==> config.mk <==
export PLATFORM = sky130hd
export DESIGN_NAME = key_debounce
export DESIGN_NICKNAME = d
export VERILOG_FILES = /design/src/rtl/key_debounce.sv
export SDC_FILE = /design/constraint.sdc
export NUM_CORES = 1
export LEC_CHECK = 0
export CORE_MARGIN = 2
export CORE_UTILIZATION = 25
export DETAILED_ROUTE_END_ITERATION = 6
export SLEW_MARGIN = 0
export SYNTH_ARGS = -nofsm -noshare
export SYNTH_HDL_FRONTEND = slang
export SYNTH_SLANG_ARGS = --single-unit
==> constraint.sdc <==
create_clock -name pixel_clk -period 2.95 [get_ports pixel_clk]
set_clock_uncertainty 0.05 [all_clocks]
set_input_delay 0.885 -clock pixel_clk [delete_from_list [all_inputs] [get_ports pixel_clk]]
set_output_delay 0.885 -clock pixel_clk [all_outputs]
set_load 0.01 [all_outputs]
==> src/rtl/key_debounce.sv <==
// key_debounce
//
// Input conditioning for the six board push-buttons. Each raw, active-low,
// asynchronous button passes through a two-flop synchroniser. A per-key
// debounce FSM then accepts a press or a release only after the synchronised
// level has been stable for DEBOUNCE_CNT cycles. Every accepted press gives
// a one-cycle strobe on key_pulse.
//
// Optional feature, enabled by defining the macro KEY_REPEAT_EN:
//   Keys whose REPEAT_MASK bit is set emit extra repeat strobes while held.
//   The first repeat comes REPEAT_DELAY cycles after the press strobe.
//   Later repeats come every REPEAT_PERIOD cycles.
//   Without the macro, the hold counters do not exist and each press gives
//   exactly one strobe.
//
// Ports:
//   pixel_clk  in   clock
//   sys_rst_n  in   asynchronous active-low reset
//   key_in     in   [5:0] raw buttons, active-low, asynchronous
//   key_pulse  out  [5:0] one-cycle press/repeat strobe per key
//   key_level  out  [5:0] debounced held level, active-high
//   key_any    out  OR of key_pulse, registered in the same cycle

module key_debounce #(
    parameter int         DEBOUNCE_CNT  = 500_000,
    parameter int         REPEAT_DELAY  = 12_500_000,
    parameter int         REPEAT_PERIOD = 2_500_000,
    parameter logic [5:0] REPEAT_MASK   = 6'b001111
) (
    input  logic       pixel_clk,
    input  logic       sys_rst_n,
    input  logic [5:0] key_in,
    output logic [5:0] key_pulse,
    output logic [5:0] key_level,
    output logic       key_any
);

    // A single width is shared by the debounce and hold counters. It is
    // sized from the largest timing parameter.
    localparam int MAX_DR = (DEBOUNCE_CNT > REPEAT_DELAY) ? DEBOUNCE_CNT : REPEAT_DELAY;
    localparam int MAX_P  = (MAX_DR > REPEAT_PERIOD) ? MAX_DR : REPEAT_PERIOD;
    localparam int CNT_W  = (MAX_P > 2) ? $clog2(MAX_P) : 1;

    localparam logic [CNT_W-1:0] DEB_LAST = CNT_W'(DEBOUNCE_CNT - 1);

    typedef enum logic [1:0] {
        IDLE,
        PRESS_WAIT,
        PRESSED,
        RELEASE_WAIT
    } state_t;

    // Counters stick at all-ones rather than wrapping.
    function automatic logic [CNT_W-1:0] sat_inc(input logic [CNT_W-1:0] v);
        return (v == {CNT_W{1'b1}}) ? v : v + CNT_W'(1);
    endfunction

    logic [5:0] sync1;
    logic [5:0] sync2;
    logic [5:0] pulse_nxt;
    logic [5:0] level_nxt;

    // The synchroniser resets to the released level (1). A key held through
    // reset release is therefore seen as a fresh falling edge and debounced
    // like any other press.
    always_ff @(posedge pixel_clk or negedge sys_rst_n) begin
        if (!sys_rst_n) begin
            sync1 <= '1;
            sync2 <= '1;
        end else begin
            sync1 <= key_in;
            sync2 <= sync1;
        end
    end

`ifdef KEY_REPEAT_EN
    localparam logic [CNT_W-1:0] DELAY_LAST  = CNT_W'(REPEAT_DELAY - 1);
    localparam logic [CNT_W-1:0] PERIOD_LAST = CNT_W'(REPEAT_PERIOD - 1);
`else
    logic unused_repeat_mask;
    assign unused_repeat_mask = ^REPEAT_MASK;
`endif

    for (genvar k = 0; k < 6; k++) begin : g_key
        state_t           state;
        state_t           state_nxt;
        logic [CNT_W-1:0] cnt;
        logic [CNT_W-1:0] cnt_nxt;
        logic             pressed;
        logic             pulse_k;
`ifdef KEY_REPEAT_EN
        logic [CNT_W-1:0] hold_cnt;
        logic [CNT_W-1:0] hold_nxt;
        logic             repeating;
        logic             repeating_nxt;
`endif

        assign pressed = ~sync2[k];

        // hold_cnt counts towards the next repeat strobe. The counter
        // restarts after each strobe, and "repeating" selects between the
        // initial delay and the shorter period. Any state other than
        // PRESSED clears both.
        always_comb begin
            state_nxt = state;
            cnt_nxt   = cnt;
            pulse_k   = 1'b0;
`ifdef KEY_REPEAT_EN
            hold_nxt      = '0;
            repeating_nxt = 1'b0;
`endif
            case (state)
                IDLE: begin
                    if (pressed) begin
                        state_nxt = PRESS_WAIT;
                        cnt_nxt   = '0;
                    end
                end
                PRESS_WAIT: begin
                    if (!pressed) begin
                        state_nxt = IDLE;
                        cnt_nxt   = '0;
                    end else if (cnt == DEB_LAST) begin
                        state_nxt = PRESSED;
                        cnt_nxt   = '0;
                        pulse_k   = 1'b1;
                    end else begin
                        cnt_nxt = sat_inc(cnt);
                    end
                end
                PRESSED: begin
                    if (!pressed) begin
                        state_nxt = RELEASE_WAIT;
                        cnt_nxt   = '0;
                    end else begin
`ifdef KEY_REPEAT_EN
                        if (REPEAT_MASK[k]) begin
                            repeating_nxt = repeating;
                            if (hold_cnt == (repeating ? PERIOD_LAST : DELAY_LAST)) begin
                                pulse_k       = 1'b1;
                                hold_nxt      = '0;
                                repeating_nxt = 1'b1;
                            end else begin
                                hold_nxt = sat_inc(hold_cnt);
                            end
                        end
`endif
                    end
                end
                RELEASE_WAIT: begin
                    if (pressed) begin
                        state_nxt = PRESSED;
                        cnt_nxt   = '0;
                    end else if (cnt == DEB_LAST) begin
                        state_nxt = IDLE;
                        cnt_nxt   = '0;
                    end else begin
                        cnt_nxt = sat_inc(cnt);
                    end
                end
                default: begin
                    state_nxt = IDLE;
                    cnt_nxt   = '0;
                end
            endcase
        end

        always_ff @(posedge pixel_clk or negedge sys_rst_n) begin
            if (!sys_rst_n) begin
                state <= IDLE;
                cnt   <= '0;
`ifdef KEY_REPEAT_EN
                hold_cnt  <= '0;
                repeating <= 1'b0;
`endif
            end else begin
                state <= state_nxt;
                cnt   <= cnt_nxt;
`ifdef KEY_REPEAT_EN
                hold_cnt  <= hold_nxt;
                repeating <= repeating_nxt;
`endif
            end
        end

        assign pulse_nxt[k] = pulse_k;
        assign level_nxt[k] = (state_nxt == PRESSED) || (state_nxt == RELEASE_WAIT);
    end

    // The outputs are registered from next-state values, so they change on
    // the same edge as the FSM transition and have no path from key_in.
    always_ff @(posedge pixel_clk or negedge sys_rst_n) begin
        if (!sys_rst_n) begin
            key_pulse <= '0;
            key_level <= '0;
            key_any   <= 1'b0;
        end else begin
            key_pulse <= pulse_nxt;
            key_level <= level_nxt;
            key_any   <= |pulse_nxt;
        end
    end

endmodule

* Yosys cells after proc, flatten, opt, wreduce, memory -nomap -nowiden
Cells that the tools add are included.
** Word-level totals
- Bits in registers :: 181
- Input bits :: 8
- Output and inout bits :: 13
** Operators by class
- Add/sub/neg operators :: 6
- Equality and inequality tests :: 54
- Mux-type cells :: 102
- Reduce and logical (&&, ||, !) cells :: 19
** Operators by type and width (number)
- 24-bit two-way mux :: 36
- 24-bit one-hot mux with 4 select lines :: 6
- 24-bit by 1-bit adder with 24-bit output (second input constant) :: 6
- 24-bit by 19-bit equality test with 1-bit output (second input constant) :: 6
- 24-bit equality test (second input constant) :: 6
- 2-bit two-way mux :: 36
- 2-bit equality test (second input constant) :: 24
- 2-bit one-hot mux with 4 select lines :: 6
- 2-bit inequality test (second input constant) :: 12
- 1-bit two-way mux :: 18
- 2-bit by 1-bit equality test with 1-bit output (second input constant) :: 6
- 2-bit zero test :: 6
- 2-bit AND reduction :: 6
- 1-bit logical OR :: 6
- 6-bit OR reduction :: 1

* Logic depth before layout (Yosys ltp)
Gate-level depths: netlist of the first run.
- Word-level depth :: 6
- Mapped depth :: 8
- Depth with buffers taken out :: 6

* Least setup slack after synthesis of the first run
No wires, ideal clock.
- Path kind :: flip-flop to flip-flop
- Start point :: register g_key[1].cnt[0]
- End point :: register g_key[1].cnt[14]
- Library setup time :: 0.082 ns
- Arrival :: 2.016 ns
- Required time :: 2.818 ns
- Setup slack :: 0.803 ns
- Stages on the path, launching flop included :: 8
- Path buffers :: 1
- Clock period less this slack :: 2.147 ns
- Cell sequence :: dfrtp_1 -> ha_1 -> and4_1 -> and3_1 -> a21oi_1 -> clkbuf_1 -> o21ai_0 -> a31oi_1
** On the way
- Longest elaborated chain between the ends :: 5
** Ends and longest elaborated chain
- start, declared :: line 87 : logic [CNT_W-1:0] cnt;
- start signal, assigned :: line 178 : cnt <= cnt_nxt;
- 24-bit by 1-bit adder with 24-bit output or 24-bit equality test (tied branches) :: line 55 : return (v == {CNT_W{1'b1}}) ? v : v + CNT_W'(1);
- 24-bit two-way mux :: line 55
- 24-bit two-way mux (*) :: line 123, 154
- 24-bit two-way mux, on equally long branches :: line 151, 120
- 24-bit one-hot mux with 4 select lines (*) :: line 112 : case (state)
Mark *: on every way between the ends. The rest lies on a longest branch, timed or not.
A chain may end at the register's enable or synchronous reset.

* Worst setup path after layout of the first run
- Start point :: register g_key[3].cnt[0]
- End point :: register g_key[3].cnt[6]
** On the way
- Longest elaborated chain between the ends :: 5
** Ends and longest elaborated chain (line)
- start, declared :: 87
- start signal, assigned :: 178
- 24-bit by 1-bit adder with 24-bit output or 24-bit equality test (tied branches) :: 55
- 24-bit two-way mux :: 55
- 24-bit two-way mux (*) :: 123, 154
- 24-bit two-way mux, on equally long branches :: 151, 120
- 24-bit one-hot mux with 4 select lines (*) :: 112
Marked as above.

==> impl_metrics.toml, run 1 <==
[cts]
clock-sinks = 178
cts_buffers = 17
cts_resized = 0
htreeDepth = 4
cts_tree = "yes"
root_buffer = "clkbuf_16"
clock_latency_ns = 0.45
cts_hold_buf = 0
path_clk_slew_ns = 0.07
postCtsSetupBuffers = 0
clock_path_buffers = 2

[pwr]
p_switching_mw = 1.24
peakVddDrop_v = 0.000321
sw_frac_of_total_pct = 24.2
p_int_mw = 3.89
pwr-share-comb_pct = 6.1
power_leakage_nw = 4.49
seq_power_share_pct = 49.8
p_per_area_nw_per_um2 = 441
p_clk_share_pct = 44.1

[place]
dp_cells = 1665
post-place-ws_ns = 0.346
dp_hpwl_um = 17900
routabilityCongestion = 0.858
port_buffers = 20

[yosys]
yosysWarnings = 0
synth_ff_type = "dfrtp_1"
syn_area_per_cell_um2 = 8.87
synth_most_common_cell = "dfrtp_1"
synth_area_leaders = "dfrtp_1, a31oi_1, a21oi_1"
synthCells = 1158
ys_ff_latch = 178
yosysUniqueCellTypes = 75
synth_nets = 1172
synthArstFlopShare_pct = 100
synth_top_area_cell = "dfrtp_1"
synth_top_cell_area_share_pct = 40.4
netlist_area_um2 = 10300
ys_seq_area_share_pct = 43.5
synth_common_cells = "dfrtp_1, nand2_1, a31oi_1, a21oi_1, nand3_1"
synth-edff-count = 0

[drt]
ant_nets = 0
drt-pass1-iter-count = 5
num_vias = 9444
route.met2.wl_um = 12400
route.detailed.drc = 0
drt-met1-wl_um = 12400
routed_wl_um = 26100
top_layer = "met4"
wl_per_cell_um = 15.4
drt_iter0_drc = 972
viasPerCell = 5.57
wl_met3_um = 966

[sta]
rsz0062_at_grt = "no"
maxSlewViolCount = 0
period_minus_slack_ns = 2.64
fin_crit_sh_pct = 89.4
tns_ns = 0
worst_pin_slew_ns = 1.01
fmax_ghz = 0.379
slew_headroom_pct = 32.4
finalWorstSetupSlack_ns = 0.311
final_hold_viol_count = 0
setup_violations = 0

[cells_and_area]
final_cells = 1696
final_layout_size_suffix_gt1_share_pct = 8.16
n_antenna_cell = 0
utilization_pct = 28.5
fin_nets = 1166
seqCellArea_um2 = 4470
multi_input_area_um2 = 5400
nFillCells = 4300
syn_to_final_growth_pct = 13.2

[die]
die_h_um = 207
initial_core_util_pct = 25.2
fp.dieW_um = 207
die_area_um2 = 42700
num_io_pins = 21
rows = 74
core_um2 = 40700

[worst_setup_path]
endpoint_kind = "flop"
critPathLaunchType = "flop"
crit_path_max_fanout = 14
required_ns = 3.26
arrival_ns = 2.95
worstSetupPathType = "reg -> reg"

[global_routing]
track_usage_pct = 12.5
antenna_found_initial = 0
grt_pass1_vias = 8721
grt_max_degree = 59
grt_pass1_wl_um = 44200
gr-total-overflow = 0

[run_status]
status = "finished clean"

[job]
maxCapViolCount = 0

[min_path]
hold_class = "reg -> reg"
-- placed cells by master (no fill, tap or decap), types with 6 or more instances in the layout --
master / count
nor2_1: 62
nand3_1: 68
nor4b_1: 8
o21ai_0: 54
nand2_1: 103
ha_1: 6
or4_1: 23
or2_2: 14
a31oi_1: 94
nand4_1: 46
o211ai_1: 22
clkdlybuf4s50_1: 19
inv_1: 26
dfstp_2: 12
nand2b_1: 6
and3_1: 20
or3_1: 10
o31a_1: 10
a21oi_1: 74
o31ai_1: 10
buf_4: 21
a41oi_1: 19
clkbuf_16: 17
a21o_1: 35
and4_1: 20
nor3_1: 45
nor4_1: 21
and2_1: 11
a32o_1: 9
xnor2_1: 6
dfrtp_1: 166
-- power groups by stage --
| stage | clock network, mW | registers, mW | logic, mW |
|---|---|---|---|
| 6_report | 2.26 | 2.55 | 0.314 |
| 5_1_grt | 2.43 | 2.56 | 0.357 |
| 4_1_cts | 2.33 | 2.55 | 0.319 |
| 3_5_place_dp | 0 | 2.59 | 0.319 |
| 3_3_place_gp | 0 | 2.59 | 0.309 |
| 2_1_floorplan | 0 | 2.58 | 0.192 |
-- flip-flops by register name (all words and copies together), names as in the netlist --
name	flops
sync1	6
key_level	3
g_key.cnt	144
g_key.state	12
key_any	1
sync2	6
key_pulse	6
-- layout make-up --
class / count / share of cell area, %
clock inverter: 9 / 0.925
multi-input combinational: 885 / 46.5
tap: 532 / 5.72
clock buffer: 22 / 3.99
inverter: 26 / 0.839
sequential: 178 / 38.4
timing repair buffer: 44 / 3.63
-- worst max-delay path: stages, from the launching register on --
cell and delay [ns]:
dfrtp_1 0.42, ha_1 0.25, and3_1 0.25, and3_1 0.21, a21oi_1 0.73, buf_4 0.33
nor2_1 0.10, o21ai_0 0.21
-- metal layers --
layer,global-route usage (%),up-vias
li1,-,4512
met1,16.9,4689
met2,20.5,220
met3,1.92,23
met4,4.31,0
met5,0,-
-- through the flow --
step | total power, mW | instance area [um^2] | hold slack [ns]
CTS | 5.20 | 11600 | 0.306
floorplan | 2.77 | 10300 | 0.295
detailed placement | 2.91 | 11100 | 0.297
finish | 5.13 | 11600 | 0.303
global placement | 2.90 | 11100 | 0.296
global route | 5.34 | 11600 | 0.311
-- path summary, 6_finish.rpt --
path	from	to	slack [ns]	cells after the start
worst max-delay path	g_key[3].cnt[0]	g_key[3].cnt[6]	0.31	7
max in group asynchronous	sys_rst_n	sync1[0]	1.74	2
worst min-delay path	sync1[0]	sync2[0]	0.30	0
worst max register to register	g_key[3].cnt[0]	g_key[3].cnt[6]	0.31	7
min in group asynchronous	sys_rst_n	g_key[1].cnt[4]	0.34	1
worst min register to register	sync1[0]	sync2[0]	0.30	0
-- logic make-up after synthesis --
| group | share of synthesized area [%] |
|---|---|
| AOI/OAI and AO/OA | 25.1 |
| xor gates and xnor gates | 0.511 |
| adders and majority gates | 0.731 |
| buffers and inverters | 4.08 |
| DFF | 43.5 |
| muxes | 0.487 |
| and+or+nand+nor | 25.6 |
Power figures use the tool's default switching activity.
==> run 2: changes to the inputs <==
--- a/config.mk
+++ b/config.mk
@@ -5,6 +5,7 @@
 export SDC_FILE = /design/constraint.sdc
 export NUM_CORES = 1
 export LEC_CHECK = 0
+export CAP_MARGIN = 25
 export CORE_MARGIN = 2
 export CORE_UTILIZATION = 25
 export DETAILED_ROUTE_END_ITERATION = 6
==> results of run 2 <==
Final layout, timing and power as in run 1 (identical DEF).
